File: config.mk
export PLATFORM = sky130hd
export DESIGN_NAME = demux_8bit_deser
export DESIGN_NICKNAME = d
export VERILOG_FILES = /design/src/rtl/demux_8bit_deser_pkg.sv /design/src/rtl/demux_8bit_deser_dec.sv /design/src/rtl/demux_8bit_deser.sv
export SDC_FILE = /design/constraint.sdc
export NUM_CORES = 1
export LEC_CHECK = 0
export BUFFER_PORTS_ARGS = -buffer_cell sky130_fd_sc_hd__buf_2
export CAP_MARGIN = 20
export CORE_AREA = 4 4 48 61
export DETAILED_ROUTE_END_ITERATION = 10
export DIE_AREA = 0 0 52 65
export HOLD_SLACK_MARGIN = 0.08
export PLACE_DENSITY_LB_ADDON = 0.25
export SLEW_MARGIN = 5
export SYNTH_ARGS = -nofsm -noshare
export SYNTH_HDL_FRONTEND = slang
export SYNTH_HIERARCHICAL = 1
export SYNTH_SLANG_ARGS = --single-unit
File: constraint.sdc
create_clock -name clk -period 3.6 [get_ports clk]
set_clock_uncertainty 0.1 [all_clocks]
set_input_delay 0.72 -clock clk [delete_from_list [all_inputs] [get_ports clk]]
set_output_delay 0.72 -clock clk [all_outputs]
set_load 0.05 [all_outputs]
File: src/rtl/demux_8bit_deser_pkg.sv
// -----------------------------------------------------------------------------
// demux_pkg
//   Shared widths and the FSM state encoding for the demux_8bit_deser
//   deserializer and its write decoder.
//   DATA_W : width of the assembled parallel byte
//   CNT_W  : width of the bit sequence counter (demux select)
//   state_t: COLLECT (gathering bits), PARITY (awaiting parity bit, only used
//            when DEMUX_DESER_PARITY_EN is defined), WAIT (frame complete,
//            output register still occupied)
// -----------------------------------------------------------------------------
package demux_pkg;

    localparam int DATA_W = 8;
    localparam int CNT_W  = 3;

    typedef enum logic [1:0] {
        COLLECT = 2'd0,
        PARITY  = 2'd1,
        WAIT    = 2'd2
    } state_t;

endpackage : demux_pkg

File: src/rtl/demux_8bit_deser_dec.sv
// -----------------------------------------------------------------------------
// demux_1to8_dec
//   Combinational 3-to-8 one-hot write decoder with active-low enable. Steers
//   an accepted serial bit to exactly one shadow-register position.
//   sel    : in  CNT_W   register position to write
//   g_n    : in  1       active-low enable; high forces all enables low
//   accept : in  1       a bit is being accepted this cycle
//   we     : out DATA_W  one-hot per-bit write enables (all zero when idle)
// -----------------------------------------------------------------------------
module demux_1to8_dec
    import demux_pkg::*;
(
    input  logic [CNT_W-1:0]  sel,
    input  logic              g_n,
    input  logic              accept,
    output logic [DATA_W-1:0] we
);

    // NOTE: assign a default to every always_comb output before any
    // conditional write; a missing default path infers a latch.
    always_comb begin
        we = '0;
        if (!g_n && accept) begin
            we[sel] = 1'b1;
        end
    end

endmodule : demux_1to8_dec

File: src/rtl/demux_8bit_deser.sv
// -----------------------------------------------------------------------------
// demux_8bit_deser
//   Serial-in, 8-bit parallel-out deserializer. Each accepted bit is steered
//   by a 1-to-8 write decoder into a shadow register at the position chosen
//   by the sequence counter. A completed frame moves into a one-deep output
//   register with a valid/ready handshake; if that register is still full the
//   frame is parked in the shadow register (WAIT) until downstream drains it.
//
//   Optional feature macro: DEMUX_DESER_PARITY_EN
//     defined   -> a ninth (parity) bit follows each frame; even parity over
//                  data + parity bit is reported on parity_err with q.
//     undefined -> 8-bit frames, parity_err tied to 0.
//
//   Parameter LSB_FIRST: 1 = first bit lands in q[0], 0 = first bit in q[7].
//
//   Ports:
//     clk        in   1  clock, rising edge
//     rst        in   1  synchronous active-high reset
//     g_n        in   1  active-low input enable
//     clr        in   1  synchronous abort of the partial / waiting frame
//     din        in   1  serial data bit
//     din_valid  in   1  din valid this cycle
//     din_ready  out  1  block can accept a bit
//     q          out  8  assembled byte
//     q_valid    out  1  q holds an unconsumed frame
//     q_ready    in   1  downstream consumes q when q_valid is high
//     bit_cnt    out  3  index of the next bit to be written
//     parity_err out  1  1 = odd parity on the frame in q (qualified by q_valid)
// -----------------------------------------------------------------------------
module demux_8bit_deser
    import demux_pkg::*;
#(
    parameter bit LSB_FIRST = 1'b1
) (
    input  logic              clk,
    input  logic              rst,
    input  logic              g_n,
    input  logic              clr,
    input  logic              din,
    input  logic              din_valid,
    output logic              din_ready,
    output logic [DATA_W-1:0] q,
    output logic              q_valid,
    input  logic              q_ready,
    output logic [CNT_W-1:0]  bit_cnt,
    output logic              parity_err
);

    state_t            state;
    logic [DATA_W-1:0] sh;
    logic [DATA_W-1:0] we;
    logic [DATA_W-1:0] sh_next;
    logic [CNT_W-1:0]  idx;
    logic              accept;
    logic              slot_free;
    logic              last_bit;

    assign din_ready = ~g_n & (state != WAIT);
    assign accept    = din_valid & din_ready;
    assign slot_free = ~q_valid | q_ready;
    assign last_bit  = (bit_cnt == CNT_W'(DATA_W - 1));
    assign idx       = LSB_FIRST ? bit_cnt : (CNT_W'(DATA_W - 1) - bit_cnt);

    // Only data bits go through the decoder; the parity bit never touches sh.
    demux_1to8_dec u_dec (
        .sel    (idx),
        .g_n    (g_n),
        .accept (accept && (state == COLLECT)),
        .we     (we)
    );

    // Shadow register with the current bit merged in, so a frame can be
    // handed to q on the same edge its last bit is accepted.
    assign sh_next = (sh & ~we) | (we & {DATA_W{din}});

`ifdef DEMUX_DESER_PARITY_EN
    logic perr_q;     // parity result registered alongside q
    logic perr_pend;  // parity result of the frame parked in WAIT
    logic perr_calc;

    assign perr_calc  = (^sh) ^ din;
    assign parity_err = perr_q;
`else
    assign parity_err = 1'b0;
`endif

    // NOTE: sequential state uses non-blocking assignments only, so every
    // register samples pre-edge values regardless of statement order.
    always_ff @(posedge clk) begin
        if (rst) begin
            state   <= COLLECT;
            sh      <= '0;
            bit_cnt <= '0;
            q       <= '0;
            q_valid <= 1'b0;
`ifdef DEMUX_DESER_PARITY_EN
            perr_q    <= 1'b0;
            perr_pend <= 1'b0;
`endif
        end else begin
            // NOTE: the consume-clear is written first; a load later in this
            // block assigns q_valid again and the last non-blocking write wins.
            if (q_valid && q_ready) begin
                q_valid <= 1'b0;
            end

            if (clr) begin
                state   <= COLLECT;
                sh      <= '0;
                bit_cnt <= '0;
            end else begin
                case (state)
                    COLLECT: begin
                        if (accept) begin
                            sh      <= sh_next;
                            bit_cnt <= bit_cnt + CNT_W'(1);
                            if (last_bit) begin
`ifdef DEMUX_DESER_PARITY_EN
                                state <= PARITY;
`else
                                if (slot_free) begin
                                    q       <= sh_next;
                                    q_valid <= 1'b1;
                                end else begin
                                    state <= WAIT;
                                end
`endif
                            end
                        end
                    end

`ifdef DEMUX_DESER_PARITY_EN
                    PARITY: begin
                        if (accept) begin
                            if (slot_free) begin
                                q       <= sh;
                                perr_q  <= perr_calc;
                                q_valid <= 1'b1;
                                state   <= COLLECT;
                            end else begin
                                perr_pend <= perr_calc;
                                state     <= WAIT;
                            end
                        end
                    end
`endif

                    WAIT: begin
                        // Old frame drains and parked frame loads on one edge.
                        if (q_ready) begin
                            q       <= sh;
                            q_valid <= 1'b1;
                            state   <= COLLECT;
`ifdef DEMUX_DESER_PARITY_EN
                            perr_q  <= perr_pend;
`endif
                        end
                    end

                    default: state <= COLLECT;
                endcase
            end
        end
    end

endmodule : demux_8bit_deser
==> metrics.md, run 1 <==
| Metric | Value |
|---|---|
| Status | `finished clean` |
| Core area | `2377 µm²` |
| FMAX | `402.8 MHz` |
| Post-route DRC | `0` |
| Unrepaired setup endpoints after global routing | `no` |
| Unique masters post-synth | `33` |
| First-pass DRT Iterations | `6` |
| CTS Buf Count | `3` |
| HPWL after DPL | `1651 µm` |
| Multi-input gate area | `between 600 and 700 µm²` |
| R2R cell count | `7` |
| Crit path cell chain | `buf_2, or3b_4, clkinv_2, or3b_1, nor3_2, nor2b_1, mux2i_1, a211oi_1` |
| # IOs | `21` |
| Synth Instances | `approximately 130` |
| Tot Pwr | `between 0.3 and 0.4 mW` |
| Number of antenna violations at the first check in global routing | `0` |
| Routed wire per std cell | `~13 µm` |
| Final setup fails | `0` |
| Num Clock Sinks | `21` |
| Die Ht | `approximately 65 µm` |
| Largest net degree at the start of global routing | `17` |
| Maximum VDD drop | `158.0 µV` |
| Fin util | `0.5195` |
| Post-route ant nets | `0` |
| Post-CTS setup buffer count | `0` |
| Most frequent cells in the layout | `dfxtp_1 (21), buf_2 (19), a21oi_1 (12)` |
| H-Tree Depth | `1` |
| Sequential-to-total area share from yosys stat | `0.3717` |
| Tmin final | `about 2.5 ns` |
| Worst path depth | `8` |
| Finished Layout Cells | `~180` |
| Reg2reg start | `state[1]` |
| CTS tree | `done` |
| Fin Hold WS | `0.3917 ns` |
| Top_reg_cell synth | `dfxtp_1` |
| Critical path's top delay family | `simple AND/OR/NAND/NOR gates` |
| HP Class | `register to register` |
| Clk buf depth | `2` |
| Max-cap viol count | `0` |
| Post-Route WL | `~2300 µm` |
| Global-route wire length before repair | `about 3900 µm` |
| Initial core utilization | `0.4758` |
| FF-to-FF End | `q[0]` |
| Pleak | `0.4304 nW` |
| Hold_buf cts | `0` |
| Layout cell share with drive strength beyond 1 | `0.1849` |
| Slowest-stage cell, CP | `or3b_4` |
| Post-synth EDFFs | `0` |
| CP startpoint | `g_n` |
| Warnings, synthesis | `6` |
| CP max stage delay | `between 0.4 and 0.5 ns` |
| # port buffers | `19` |
| # resized after CTS | `0` |
| Fin crit share | `0.6896` |
| Root Buffer | `clkbuf_4` |
| DP Cell Count | `between 150 and 200` |
| ANT cells | `0` |
| Clk_lat worst skew | `a little under 0.3 ns` |
| DIE WIDTH | `roughly 52 µm` |
| Critical Path End | `q[0]` |
| Final hold violation count | `0` |
| Setup Crit Path Kind | `input port to register` |
| Nets | `roughly 160` |
| Netlist Area Pre-Place | `between 1000 and 1500 µm²` |
| CP Launch Type | `input port` |
| DR vias | `around 950` |
| Setup_tns | `0 ns` |
| Yosys reg bits | `21` |
| Register area | `about 420 µm²` |
| Most common cell after layout, fill and taps aside | `dfxtp_1` |
| Pwr dens | `303.8 nW/µm²` |
| Syn nets | `between 100 and 150` |
| Synthesized area per cell | `8.504 µm²` |
| R2r setup slk | `1.15 ns` |
| GRT Util Overall | `0.1461` |
| Initial DRC Count | `10` |
| Clock-pin slew of the registers on the worst-case setup and hold paths | `~0.11 ns` |
| Die area | `between 3000 and 4000 µm²` |
| Crit Path Max Fanout | `15` |
| RePlAce Congestion | `a little under 0.9` |
| Row Count | `20` |
| Area Overhead vs Synth | `9.181%` |
| Max Slew Vio Count | `0` |
| CP Data Required Time | `3.69 ns` |
| Total congestion overflow | `0` |
| Vias in the first global route | `around 910` |
| Crit end category | `register` |
| Worst path bufs/invs | `2` |
| Share of flip-flops with an asynchronous set or reset | `0` |
| Routed vias/inst | `approximately 5.3` |
| Critical Path AT | `~2.6 ns` |
| Layout fillers | `244` |
worst min path at each step:
stage	slack (ns)	from	depth (start not counted)	endpoint
6_report	0.39	sh[1]	2	sh[1]
4_1_cts	0.39	sh[1]	2	sh[1]
2_1_floorplan	0.35	sh[0]	2	sh[0]
3_3_place_gp	0.36	sh[1]	2	sh[1]
3_5_place_dp	0.38	sh[0]	2	sh[0]
5_1_grt	0.41	sh[0]	2	sh[0]
layer usage:
layer | vias up | GRT usage | routed length (µm)
met1 | 432 | 0.1912 | 1094
met3 | 2 | 0.02069 | 98
li1 | 503 | - | -
met4 | 0 | 0.05574 | 16
met5 | - | 0 | 0
met2 | 17 | 0.2374 | 1041
stage by stage:
step | instance area (µm²) | setup WS (ns)
6_report | 1235 | 1.117
5_1_grt | 1235 | 0.9123
4_1_cts | 1235 | 1.144
3_5_place_dp | 1209 | 0.8311
3_3_place_gp | 1209 | 0.8643
2_1_floorplan | 1131 | 1.141
layout make-up:
cell class              instances  area share
inverters                      10     0.03141
clock buffers                   4     0.02128
well taps                      33     0.03343
multi-input cells              92      0.4965
flip-flops and latches         21      0.3404
repair buffers                 19     0.07700
worst reg2reg max path, delay by kind of cell (launching register included):
kind | cells | cell delay, ns
buffers and inverters | 1 | 0.19
AO/OA/AOI/OAI | 1 | 0.08
multiplexers | 1 | 0.20
AND/OR/NAND/NOR | 4 | 1.31
flip-flops | 1 | 0.47
cells in the mapped netlist, drive strengths merged (2+ instances only):
| cell | instances | area share |
|---|---|---|
| a211oi | 8 | 0.053 |
| a311oi | 8 | 0.062 |
| nor2 | 5 | 0.017 |
| nor3 | 5 | 0.027 |
| inv | 8 | 0.027 |
| nor2b | 8 | 0.044 |
| nand3 | 9 | 0.040 |
| clkbuf | 2 | 0.0066 |
| o21ai | 9 | 0.040 |
| nand2 | 5 | 0.017 |
| or3b | 2 | 0.018 |
| ha | 2 | 0.022 |
| mux2i | 8 | 0.071 |
| buf | 8 | 0.045 |
| nand2b | 2 | 0.011 |
| dfxtp | 21 | 0.37 |
| a21oi | 12 | 0.053 |
| clkinv | 2 | 0.0077 |
state kept, by name, summed over array words and instances (netlist names):
| register | flops |
|---|---|
| state | 1 |
| sh | 8 |
| bit_cnt | 3 |
| q | 8 |
| q_valid | 1 |
power by group:
group | internal, mW | switching, mW | total, mW
Clock | 0.0431 | 0.0670 | 0.110
Combinational | 0.00837 | 0.0229 | 0.0313
Sequential | 0.233 | 0.00102 | 0.234
cell families after synthesis:
family | count (synthesis) | synth area share
AOI/OAI and AO/OA | 38 | 0.2235
adders and majority gates | 2 | 0.02212
other | 1 | 0.003315
and+or+nand+nor | 42 | 0.2146
muxes | 8 | 0.07080
buffers and inverters | 20 | 0.08627
xor gates and xnor gates | 1 | 0.007745
DFF | 21 | 0.3717
Note: power is estimated with default switching activity, not from simulation.
==> run 2, diff against run 1 <==
==> constraint.sdc (replaced) <==
create_clock -name clk -period 2.3 [get_ports clk]
set_clock_uncertainty 0.1 [all_clocks]
set_input_delay 0.46 -clock clk [delete_from_list [all_inputs] [get_ports clk]]
set_output_delay 0.46 -clock clk [all_outputs]
set_load 0.05 [all_outputs]
==> run 2 against run 1 <==
Compared with the run above: count of clock-buffer cells in the layout is the same; worst setup slack lost 0.86 ns; critical endpoint is now q[2]; cell count grew 4.5%; sequential power grew 56%; first-iteration DRC count grew 60%.
==> metrics.md, run 2 (same netlist as run 1, synthesis figures left out) <==
| Metric | Value |
|---|---|
| Status | `finished clean (unchanged)` |
| # IOs | `21 (unchanged)` |
| ANT cells | `0 (unchanged)` |
| Pleak | `0.4716 nW (was 0.4304 nW)` |
| Pwr dens | `460.8 nW/µm² (was 303.8 nW/µm²)` |
| DP Worst Slack | `0.01571 ns (was 0.8311 ns)` |
| CTS tree | `done (unchanged)` |
| Initial DRC Count | `16 (was 10)` |
| # port buffers | `19 (unchanged)` |
| Register area | `420.4 µm² (unchanged)` |
| Num Clock Sinks | `21 (unchanged)` |
| Routed vias/inst | `5.444 (was 5.330)` |
| Die area | `3380 µm² (unchanged)` |
| Finished Layout Cells | `187 (was 179)` |
| Area of placed instances | `1269 µm² (was 1209 µm²)` |
| Number of antenna violations at the first check in global routing | `0 (unchanged)` |
| Setup_tns | `0 ns (unchanged)` |
| Post-Route WL | `2387 µm (was 2250 µm)` |
| Final WS setup | `0.2557 ns (was 1.117 ns)` |
| P_int | `0.4501 mW (was 0.2842 mW)` |
| Crit end category | `register (unchanged)` |
| Die Ht | `65 µm (unchanged)` |
| DR vias | `1018 (was 954)` |
| Biggest regs | `q: 8 flops, sh: 8 flops, bit_cnt: 3 flops (unchanged)` |
| Post-route DRC | `0 (unchanged)` |
| Post-route ant nets | `0 (unchanged)` |
| Final hold violation count | `0 (unchanged)` |
| Unrepaired setup endpoints after global routing | `no (unchanged)` |
| Layout fillers | `230 (was 244)` |
| Most frequent cells in the layout | `dfxtp_1 (21), buf_2 (19), a21oi_1 (12) (unchanged)` |
| Layout cell share with drive strength beyond 1 | `0.2273 (was 0.1849)` |
| Row Count | `20 (unchanged)` |
| Part of the power in registers | `0.613 (was 0.623)` |
| Clock power frac | `0.294 (was 0.293)` |
| Switching Share | `0.2458 (was 0.2424)` |
| Total congestion overflow | `0 (unchanged)` |
| Nets | `164 (was 156)` |
| Post-CTS setup buffer count | `0 (unchanged)` |
| Clk buf depth | `2 (unchanged)` |
| Critical Path AT | `2.17 ns (was 2.57 ns)` |
| RePlAce Congestion | `0.7806 (was 0.8739)` |
| Psw | `0.1466 mW (was 0.09094 mW)` |
| CP Data Required Time | `2.42 ns (was 3.69 ns)` |
| Tmin final | `roughly 2.0 ns` |
| DIE WIDTH | `52 µm (unchanged)` |
| Final setup fails | `0 (unchanged)` |
| Max Slew Vio Count | `0 (unchanged)` |
| Area Overhead vs Synth | `14.49% (was 9.181%)` |
| Root Buffer | `clkbuf_4 (unchanged)` |
| FMAX | `between 400 and 500 MHz` |
| Largest net degree at the start of global routing | `17 (unchanged)` |
| DP Cell Count | `183 (was 175)` |
| Crit Path Max Fanout | `7 (was 15)` |
| Vias in the first global route | `934 (was 907)` |
| CTS Buf Count | `3 (unchanged)` |
| Slowest-stage cell, CP | `or3b_4 (unchanged)` |
| Comb power frac | `0.093 (was 0.083)` |
| Initial core utilization | `0.4758 (unchanged)` |
| Global-route wire length before repair | `4043 µm (was 3926 µm)` |
| Crit path cell chain | `or3b_4, clkinv_2, or3b_1, nor2_1, nor2b_1, mux2i_1, a211oi_1 (was buf_2, or3b_4, clkinv_2, or3b_1, nor3_2, nor2b_1, mux2i_1, a211oi_1)` |
| Core area | `2377 µm² (unchanged)` |
| Tot Pwr | `0.5967 mW (was 0.3752 mW)` |
| Hold_buf cts | `0 (unchanged)` |
| CP max stage delay | `0.40 ns (was 0.46 ns)` |
| Setup Crit Path Kind | `register to register (was input port to register)` |
| Layout Cell Area excl Fill | `1295 µm² (was 1235 µm²)` |
| HPWL after DPL | `1770 µm (was 1651 µm)` |
| HP Class | `input port to register (was register to register)` |
| Most common cell after layout, fill and taps aside | `dfxtp_1 (unchanged)` |
| Routed wire per std cell | `12.76 µm (was 12.57 µm)` |
| # resized after CTS | `0 (unchanged)` |
| Max-cap viol count | `0 (unchanged)` |
| Fin Hold WS | `0.2629 ns (was 0.3917 ns)` |
| Clk_lat worst skew | `0.29 ns (about the same)` |
| Multi-input gate area | `613.1 µm² (unchanged)` |
| Clock-pin slew of the registers on the worst-case setup and hold paths | `0.11 ns (about the same)` |
| First-pass DRT Iterations | `4 (was 6)` |
| CP Launch Type | `register (was input port)` |
| H-Tree Depth | `1 (unchanged)` |
| Maximum VDD drop | `298.9 µV (was 158.0 µV)` |
| Fin crit share | `0.8888` |
| GRT Util Overall | `0.1529 (was 0.1461)` |
| Fin util | `0.5447 (was 0.5195)` |
## run 2: changes by cell type in the layout (fill, tap and decap cells not counted)
| cell | delta |
|---|---|
| buf_4 | +8 |
## run 2: cell type report
cell class | count | share of cell area
multi-input combinational | 92 | 0.4734
sequential | 21 | 0.3246
timing repair buffer | 27 | 0.1198
tap | 33 | 0.03188
inverter | 10 | 0.02995
clock buffer | 4 | 0.02029
## run 2: worst max-delay path: cells and delay by family, from the launching register on
| kind | cells | cell delay, ns |
|---|---|---|
| AOI/OAI and AO/OA | 1 | 0.22 |
| DFF | 1 | 0.33 |
| and+or+nand+nor | 4 | 1.13 |
| muxes | 1 | 0.09 |
| buffers and inverters | 1 | 0.10 |
## run 2: power groups by stage
stage / Combinational, mW / Sequential [mW] / Clock, mW
CTS: 0.0558 / 0.366 / 0.184
global placement: 0.0550 / 0.374 / 0
finish: 0.0554 / 0.366 / 0.175
floorplan: 0.0355 / 0.377 / 0
detailed placement: 0.0555 / 0.374 / 0
global route: 0.0601 / 0.366 / 0.197
## run 2: routing by layer
| metal | wire length (µm) | up-vias | global-route usage |
|---|---|---|---|
| li1 | - | 521 | - |
| met1 | 1137 | 476 | 0.1890 |
| met2 | 1155 | 19 | 0.2657 |
| met3 | 76 | 2 | 0.02069 |
| met4 | 18 | 0 | 0.04918 |
| met5 | 0 | - | 0 |
## run 2: path summary, 6_finish.rpt
path | from | to | slack (ns) | cells after the start
setup reg to reg | state[1] | q[2] | 0.26 | 7
hold reg to reg | sh[1] | sh[1] | 0.38 | 2
hold / removal | q_ready | state[1] | 0.26 | 2
setup / recovery | state[1] | q[2] | 0.26 | 7
